**src/rtl/hs_pkg.sv**
```systemverilog
// Shared constants and helpers for the valid/busy requester family.
package hs_pkg;

  localparam int unsigned DSIZE_DEF = 4;
  localparam int unsigned DEPTH_DEF = 4;

  // Bit width needed to index v entries, never below 1.
  function automatic int unsigned clog2_safe(input int unsigned v);
    return (v < 2) ? 1 : $clog2(v);
  endfunction

endpackage

```
**src/rtl/hs_sync_fifo.sv**
```systemverilog
// Synchronous FIFO with wrap-bit pointers; storage and pointer logic only.
module hs_sync_fifo
  import hs_pkg::*;
#(
  parameter int unsigned DSIZE = DSIZE_DEF,
  parameter int unsigned DEPTH = DEPTH_DEF,
  localparam int unsigned PW   = clog2_safe(DEPTH),
  localparam int unsigned CW   = PW + 1
) (
  input  logic             clk,
  input  logic             rstn,
  input  logic             i_push,
  input  logic             i_pop,
  input  logic [DSIZE-1:0] i_wdata,
  output logic [DSIZE-1:0] o_rdata,
  output logic             o_full,
  output logic             o_empty,
  output logic [CW-1:0]    o_count
);

  logic [DSIZE-1:0] r_mem [DEPTH];
  logic [CW-1:0]    r_wptr;
  logic [CW-1:0]    r_rptr;

  // Extra MSB distinguishes full from empty when the index bits match.
  always_ff @(posedge clk or negedge rstn) begin
    if (!rstn) begin
      r_wptr <= '0;
      r_rptr <= '0;
    end else begin
      if (i_push) r_wptr <= r_wptr + CW'(1);
      if (i_pop)  r_rptr <= r_rptr + CW'(1);
    end
  end

  always_ff @(posedge clk) begin
    if (i_push) r_mem[r_wptr[PW-1:0]] <= i_wdata;
  end

  assign o_rdata = r_mem[r_rptr[PW-1:0]];
  assign o_count = r_wptr - r_rptr;
  assign o_empty = (r_wptr == r_rptr);
  assign o_full  = (o_count == CW'(DEPTH));

endmodule

```
**src/rtl/hs_requester_buf.sv**
```systemverilog
// Valid/busy requester: output register fed by an elastic FIFO with empty-bypass.
module hs_requester_buf
  import hs_pkg::*;
#(
  parameter int unsigned DSIZE = DSIZE_DEF,
  parameter int unsigned DEPTH = DEPTH_DEF,
  localparam int unsigned LVL_W = $clog2(DEPTH + 2),
  localparam int unsigned CW    = clog2_safe(DEPTH) + 1
) (
  input  logic             clk,
  input  logic             rstn,
  input  logic             valid_in,
  input  logic [DSIZE-1:0] data_in,
  output logic             ready_in,
  input  logic             busy,
  output logic             valid_out,
  output logic [DSIZE-1:0] data_sent,
  output logic [LVL_W-1:0] level,
  output logic             ovf,
  input  logic             ovf_clr
);

  logic             w_acc;
  logic             w_load;
  logic             w_xfer;
  logic             w_pop;
  logic             w_push;
  logic             w_bypass;
  logic             w_full;
  logic             w_empty;
  logic [CW-1:0]    w_count;
  logic [DSIZE-1:0] w_head;

  hs_sync_fifo #(.DSIZE(DSIZE), .DEPTH(DEPTH)) u_fifo (
    .clk     (clk),
    .rstn    (rstn),
    .i_push  (w_push),
    .i_pop   (w_pop),
    .i_wdata (data_in),
    .o_rdata (w_head),
    .o_full  (w_full),
    .o_empty (w_empty),
    .o_count (w_count)
  );

  // Readiness depends only on registered pointers, never on busy.
  assign ready_in = (w_count != CW'(DEPTH));
  assign w_acc    = valid_in && ready_in;
  assign w_load   = !valid_out || !busy;
  assign w_xfer   = valid_out && !busy;
  assign w_pop    = w_load && !w_empty;
  assign w_bypass = w_load && w_empty && w_acc;
  assign w_push   = w_acc && !w_bypass && !w_full;

  // Output register; data_sent holds its last value when going idle.
  always_ff @(posedge clk or negedge rstn) begin
    if (!rstn) begin
      valid_out <= 1'b0;
      data_sent <= '0;
    end else if (w_load) begin
      if (!w_empty) begin
        valid_out <= 1'b1;
        data_sent <= w_head;
      end else if (w_acc) begin
        valid_out <= 1'b1;
        data_sent <= data_in;
      end else begin
        valid_out <= 1'b0;
      end
    end
  end

  always_ff @(posedge clk or negedge rstn) begin
    if (!rstn) begin
      level <= '0;
    end else begin
      level <= level + LVL_W'(w_acc) - LVL_W'(w_xfer);
    end
  end

  // Sticky overflow; a new drop beats a simultaneous clear.
  always_ff @(posedge clk or negedge rstn) begin
    if (!rstn) begin
      ovf <= 1'b0;
    end else if (valid_in && !ready_in) begin
      ovf <= 1'b1;
    end else if (ovf_clr) begin
      ovf <= 1'b0;
    end
  end

endmodule

```
**config.mk**
```make
export PLATFORM = sky130hd
export DESIGN_NAME = hs_requester_buf
export DESIGN_NICKNAME = d
export VERILOG_FILES = /design/src/rtl/hs_pkg.sv /design/src/rtl/hs_sync_fifo.sv /design/src/rtl/hs_requester_buf.sv
export SDC_FILE = /design/constraint.sdc
export NUM_CORES = 1
export LEC_CHECK = 0
export ABC_AREA = 1
export ABC_CLOCK_PERIOD_IN_PS = 3100
export BUFFER_PORTS_ARGS = -buffer_cell sky130_fd_sc_hd__buf_4
export CORE_ASPECT_RATIO = 0.8
export CORE_UTILIZATION = 35
export CTS_CLUSTER_DIAMETER = 60
export CTS_CLUSTER_SIZE = 24
export DETAILED_ROUTE_END_ITERATION = 7
export PLACE_DENSITY = 0.6
export SLEW_MARGIN = 20
export SYNTH_ARGS = -nofsm -noshare
export SYNTH_HDL_FRONTEND = slang
export SYNTH_SLANG_ARGS = --single-unit
```
**constraint.sdc**
```tcl
create_clock -name clk -period 3.1 [get_ports clk]
set_clock_uncertainty 0.15 [all_clocks]
set_input_delay 0.155 -clock clk [delete_from_list [all_inputs] [get_ports clk]]
set_output_delay 0.155 -clock clk [all_outputs]
set_load 0.01 [all_outputs]
```
# Word level (Yosys, flattened, before mapping)
# Memory sizes are Yosys's and may differ from the RTL's.
# Index checks and enable logic that the tools add are counted.
# word_totals
regBits	15
mem_bits_rw	16
output_inout_bits	10
mem_count	1
# mem_list
memory	depth	width	read_ports	rd_ports_with_merged_regs	wr	line_no	source
u_fifo.r_mem	4	4	1	0	1	hs_sync_fifo.sv:21	logic [DSIZE-1:0] r_mem [DEPTH];
# classes
muxes	8
eq_ne	4
n_reduce_logical	17
n_addsub	5
# op_table
op	n
$logic_and A1 B1 Y1	8
$mux W4	2
$add A3 B1 Y3 const B	2
$logic_not A1 Y1	6
$mux W1	6
$add A3 B1 Y3	1
$eq A3 B3 Y1	1
$eq A3 B3 Y1 const B	1
$ne A3 B3 Y1 const B	1
$sub A3 B1 Y3	1
$sub A3 B3 Y3	1
$ne A2 B2 Y1 const B	1
$reduce_and A2 Y1	1
$reduce_bool A2 Y1	1
$logic_or A1 B1 Y1	1

# Logic depth before layout (Yosys ltp)
# logic_depth
word_depth	9
mapped_depth	14

# Modules after synthesis
# From an unflattened synthesis, not the netlist that was laid out.
# hier_totals
cells_unflattened	155
hier_area_um2	1607.8
# by_module_without_submodules
mod	n_inst	area_each_um2	cells_per_inst	seq_area_each_um2
hs_sync_fifo	1	1103.6	97	630.6
hs_requester_buf	1	504.2	58	225.2

# Worst setup path before layout
# No wires, ideal clock.
# synth_timing
path_kind	reg-to-reg
from	register u_fifo.r_rptr[1]
to	register level[2]
synth_period_minus_slack_ns	2.579
setup_time_ns	0.129
n_path_buf	0
setup_slack_ns	0.521
path_stages_with_launch	13
t_arrival_ns	2.300
cell_sequence	dfrtp_1 inv_1 ha_1 a21oi_1 nand2_2 nand3_4 nand2_1 nand2_1 nand2_1 ha_1 fa_1 xnor2_1 xor2_1
# synth_via
elab_chain_cells	5
# synth_rtl
element	line_no	source
from (decl)	hs_sync_fifo.sv:23	logic [CW-1:0] r_rptr;
from (signal assigned)	hs_sync_fifo.sv:32	if (i_pop) r_rptr <= r_rptr + CW'(1);
$sub A3 B3 Y3	hs_sync_fifo.sv:41	assign o_count = r_wptr - r_rptr;
$ne A3 B3 Y1	hs_requester_buf.sv:47	assign ready_in = (w_count != CW'(DEPTH));
via ready_in	hs_requester_buf.sv:14	output logic ready_in,
$logic_and A1 B1 Y1	hs_requester_buf.sv:48	assign w_acc = valid_in && ready_in;
$add A3 B1 Y3	hs_requester_buf.sv:77	level <= level + LVL_W'(w_acc) - LVL_W'(w_xfer);
$sub A3 B1 Y3	hs_requester_buf.sv:77	
to (signal assigned)	hs_requester_buf.sv:77	
to (decl)	hs_requester_buf.sv:18	output logic [LVL_W-1:0] level,
# The timed path passes the listed nets, and every way through them passes these cells.
# A chain may end at the register's enable or synchronous reset.

# Final worst setup path
# layout_timing
from	register u_fifo.r_rptr[1]
to	register level[2]
# layout_via
elab_chain_cells	5
# layout_rtl
element	line_no
$sub A3 B3 Y3	hs_sync_fifo.sv:41
$ne A3 B3 Y1	hs_requester_buf.sv:47
$logic_and A1 B1 Y1	hs_requester_buf.sv:48
$add A3 B1 Y3	hs_requester_buf.sv:77
$sub A3 B1 Y3	hs_requester_buf.sv:77
# No other way between the ends.

==> tab_implementation.tex <==
\begin{tabular}{lr}
\hline
Metric & Value \\
\hline
\multicolumn{2}{l}{\textbf{Layout}} \\
Final non-filler cell total & 242 \\
Final layout net count & 202 \\
Final antenna diode count & 0 \\
Layout cell share with drive strength beyond 1 & 0.195 \\
Area Overhead vs Synth & 23.5\% \\
\multicolumn{2}{l}{\textbf{Clocking}} \\
TritonCTS clock tree & built \\
Sink count of the clock tree & 31 \\
Cell at the root of the clock tree & sky130\_fd\_sc\_hd\_\_clkbuf\_8 \\
CTS H-tree depth & 2 \\
Clock-pin transition on the worst setup and hold timing paths & 0.06 ns \\
Buffer count from post-CTS setup fixing & 0 \\
Max clock buf depth & 2 \\
Clock latency on the worst-skew pair & 0.28 ns \\
TritonCTS Buffers & 5 \\
\multicolumn{2}{l}{\textbf{Hold path}} \\
WHS Endpoint & u\_fifo.r\_wptr[2] \\
Count of cells along the worst hold path & 3 \\
Worst min-delay path startpoint & valid\_in \\
Worst hold path class & input port to flop \\
\multicolumn{2}{l}{\textbf{Detailed routing}} \\
Router iterations before antenna repair & 4 \\
Number of vias in the routed layout & around 1100 \\
Routed vias/inst & roughly 4.6 \\
DRT Wirelength & 2970 um \\
Detail Route Antenna Nets & 0 \\
Number of DRC markers after the initial detailed-route iteration & 35 \\
Wire per inst & 12.3 um \\
Post-detailed-route DRC marker count & 0 \\
\multicolumn{2}{l}{\textbf{STA}} \\
Transition at the pin with the smallest max-transition slack & 0.386 ns \\
Top achievable clock speed & approximately 350 MHz \\
Time the final worst path needs with I/O delays and setup & 2.82 ns \\
Final hold violation count & 0 \\
Final critical-path share of the clock period & 0.911 \\
TNS Setup & 0 ns \\
Final max-slew violation count & 0 \\
\# setup viols final & 0 \\
Normalized max-slew margin & 0.742 \\
Unrepaired setup endpoints after global routing & no \\
\multicolumn{2}{l}{\textbf{Die}} \\
Core area & 4180 um2 \\
Ports & 19 \\
Height of the die & 61.0 um \\
Overall die area & 4620 um2 \\
Width of the die & 75.7 um \\
Initial standard-cell utilization of the core & 0.364 \\
Row count & 21 \\
\multicolumn{2}{l}{\textbf{Global route}} \\
Grt total ovfl & 0 \\
Total routing resource utilization after global routing & 0.142 \\
Initial antenna violation count & 0 \\
Vias in the first global route & 1061 \\
First-pass GRT wire length & 4720 um \\
Maximum number of pins on one net before global-route repair & 16 \\
\multicolumn{2}{l}{\textbf{Worst setup path}} \\
Element type at the critical path start & flop \\
Origin of the worst setup path & u\_fifo.r\_rptr[1] \\
Worst-case reg-to-reg path depth & 12 \\
CP Data Required Time & 3.15 ns \\
Launch instance of the worst register-to-register path & u\_fifo.r\_rptr[1] \\
Critical path class & flop to flop \\
Register-to-register path setup slack & roughly 0.28 ns \\
Arrival time reported for the critical path endpoint & 2.88 ns \\
Max Fanout on Critical Path & 8 \\
Critical register-to-register path endpoint & level[2] \\
CP endpoint kind & flop \\
\multicolumn{2}{l}{\textbf{Pwr}} \\
Sequential cell fraction of total power & 0.343 \\
Relative contribution of combinational cells to total power & 0.498 \\
P\_int & 0.00118 W \\
Clk network pwr share & 0.159 \\
Switching power share of the total & 0.421 \\
Max rail drop VDD & 302 uV \\
NetSw & 0.000855 W \\
Leakage Power & 0.893 nW \\
PwrDens & 1080 nW/um2 \\
\multicolumn{2}{l}{\textbf{Synthesis}} \\
Flip-flop and latch count after synthesis & 31 \\
Post-synth cell types & 21 \\
Synth Warn \# & 0 \\
Average footprint of a synthesized cell & 9.95 um2 \\
Gate count after technology mapping & 153 \\
Total standard cell area after synthesis & 1520 um2 \\
Register area share after synthesis & 0.562 \\
Post-synth net total & 171 \\
\multicolumn{2}{l}{\textbf{Placed design}} \\
IO Port Bufs & 18 \\
Routability cong. & 0.875 \\
Placed cell count & 228 \\
Placed wire-length estimate & 2210 um \\
\multicolumn{2}{l}{\textbf{Status}} \\
Result of the run & finished clean \\
\multicolumn{2}{l}{\textbf{Run}} \\
Count of maximum capacitance violations & 0 \\
\hline
\end{tabular}
[how the worst max path moves through the flow]
stage / end
6_report: level[2]
5_1_grt: level[2]
4_1_cts: level[2]
3_5_place_dp: level[2]
3_3_place_gp: level[2]
2_1_floorplan: level[2]
[cells in the mapped netlist, drive strengths merged]
master   n  area share
nand2   55        0.15
nand3   19       0.079
inv     18       0.044
edfxtp  16        0.32
dfrtp   15        0.25
ha       8       0.066
nor2     6       0.015
xor2     4       0.023
nand4    3       0.012
a21oi    2      0.0066
buf      1      0.0049
clkinv   1      0.0025
fa       1       0.013
nand3b   1      0.0049
o211ai   1      0.0082
o22ai    1      0.0041
xnor2    1      0.0058
[cell usage in the layout (no fill, tap or decap)]
cell,instances
sky130_fd_sc_hd__nor2_1,6
sky130_fd_sc_hd__nand3_1,17
sky130_fd_sc_hd__nand4_1,3
sky130_fd_sc_hd__dfrtp_1,15
sky130_fd_sc_hd__fa_1,1
sky130_fd_sc_hd__nand3b_1,1
sky130_fd_sc_hd__clkinv_2,1
sky130_fd_sc_hd__clkbuf_1,1
sky130_fd_sc_hd__a21oi_1,2
sky130_fd_sc_hd__nand2_4,1
sky130_fd_sc_hd__edfxtp_1,16
sky130_fd_sc_hd__clkinv_1,1
sky130_fd_sc_hd__dlygate4sd3_1,6
sky130_fd_sc_hd__xnor2_1,1
sky130_fd_sc_hd__nand2_1,49
sky130_fd_sc_hd__buf_4,19
sky130_fd_sc_hd__xor2_1,4
sky130_fd_sc_hd__inv_1,17
sky130_fd_sc_hd__o22ai_1,1
sky130_fd_sc_hd__o211ai_2,1
sky130_fd_sc_hd__inv_2,1
sky130_fd_sc_hd__ha_1,8
sky130_fd_sc_hd__nand2_2,5
sky130_fd_sc_hd__clkbuf_8,6
sky130_fd_sc_hd__nand3_4,2
[cells by family after synthesis]
| group | share of synthesized area |
|---|---|
| simple gates | 0.260 |
| flops | 0.562 |
| buf+inv | 0.0518 |
| fa+ha+maj | 0.0789 |
| xor+xnor | 0.0288 |
| compound gates | 0.0189 |
[per-stage QoR]
| stage | worst slack (ns) | hold WS [ns] | area, um2 | utilization | total power, W |
|---|---|---|---|---|---|
| detailed placement | 0.294 | -0.127 | 1730 | 0.414 | 0.00172 |
| CTS | 0.276 | 0.0424 | 1880 | 0.450 | 0.00205 |
| global placement | 0.436 | -0.130 | 1730 | 0.414 | 0.00167 |
| global route | 0.0314 | 0.0616 | 1880 | 0.450 | 0.00222 |
| floorplan | 0.521 | -0.291 | 1520 | - | 0.00141 |
| finish | 0.276 | 0.0477 | 1880 | 0.450 | 0.00203 |
[power groups by stage]
stage               clock network (W)  logic (W)  registers (W)
finish                       0.000323    0.00101       0.000698
global route                 0.000342    0.00116       0.000715
CTS                          0.000331    0.00102       0.000698
detailed placement                  0    0.00101       0.000705
global placement                    0   0.000970       0.000696
floorplan                           0   0.000696       0.000712
[layout make-up]
class / instances / area (um2)
fill: 391 / 2300
inverter: 19 / 71.3
tap: 57 / 71.3
multi-input combinational: 102 / 588
clock buffer: 7 / 86.3
timing repair buffer: 25 / 203
clock inverter: 1 / 5.00
sequential: 31 / 856
[per-layer routing]
| metal | GRT usage | up-vias | wire (um) |
|---|---|---|---|
| li1 | - | 557 | - |
| met1 | 0.181 | 521 | 1420 |
| met2 | 0.229 | 24 | 1410 |
| met3 | 0.0449 | 5 | 102 |
| met4 | 0.0476 | 0 | 35 |
| met5 | 0 | - | 0 |
[repair_timing]
| item | CTS | global route |
|---|---|---|
| hold buffers | 6 | 0 |
| hold endpoints to repair | 32 | 0 |
| resized for setup | 0 | 0 |
[state kept, by name (all words and copies together), names as in the netlist]
register / flops
u_fifo.r_mem: 16
u_fifo.r_rptr: 3
ovf: 1
data_sent: 4
u_fifo.r_wptr: 3
level: 3
valid_out: 1
[worst max-delay path, cell delays in order, from the launching register on]
cell and delay (ns):
sky130_fd_sc_hd__dfrtp_1 0.43, sky130_fd_sc_hd__inv_1 0.14, sky130_fd_sc_hd__ha_1 0.35, sky130_fd_sc_hd__a21oi_1 0.30, sky130_fd_sc_hd__nand2_2 0.11, sky130_fd_sc_hd__nand3_4 0.12, sky130_fd_sc_hd__nand2_1 0.06, sky130_fd_sc_hd__nand2_1 0.09
sky130_fd_sc_hd__nand2_1 0.06, sky130_fd_sc_hd__ha_1 0.19, sky130_fd_sc_hd__fa_1 0.38, sky130_fd_sc_hd__xnor2_1 0.18, sky130_fd_sc_hd__xor2_1 0.16
No activity file was read; power rests on OpenSTA's default activity.
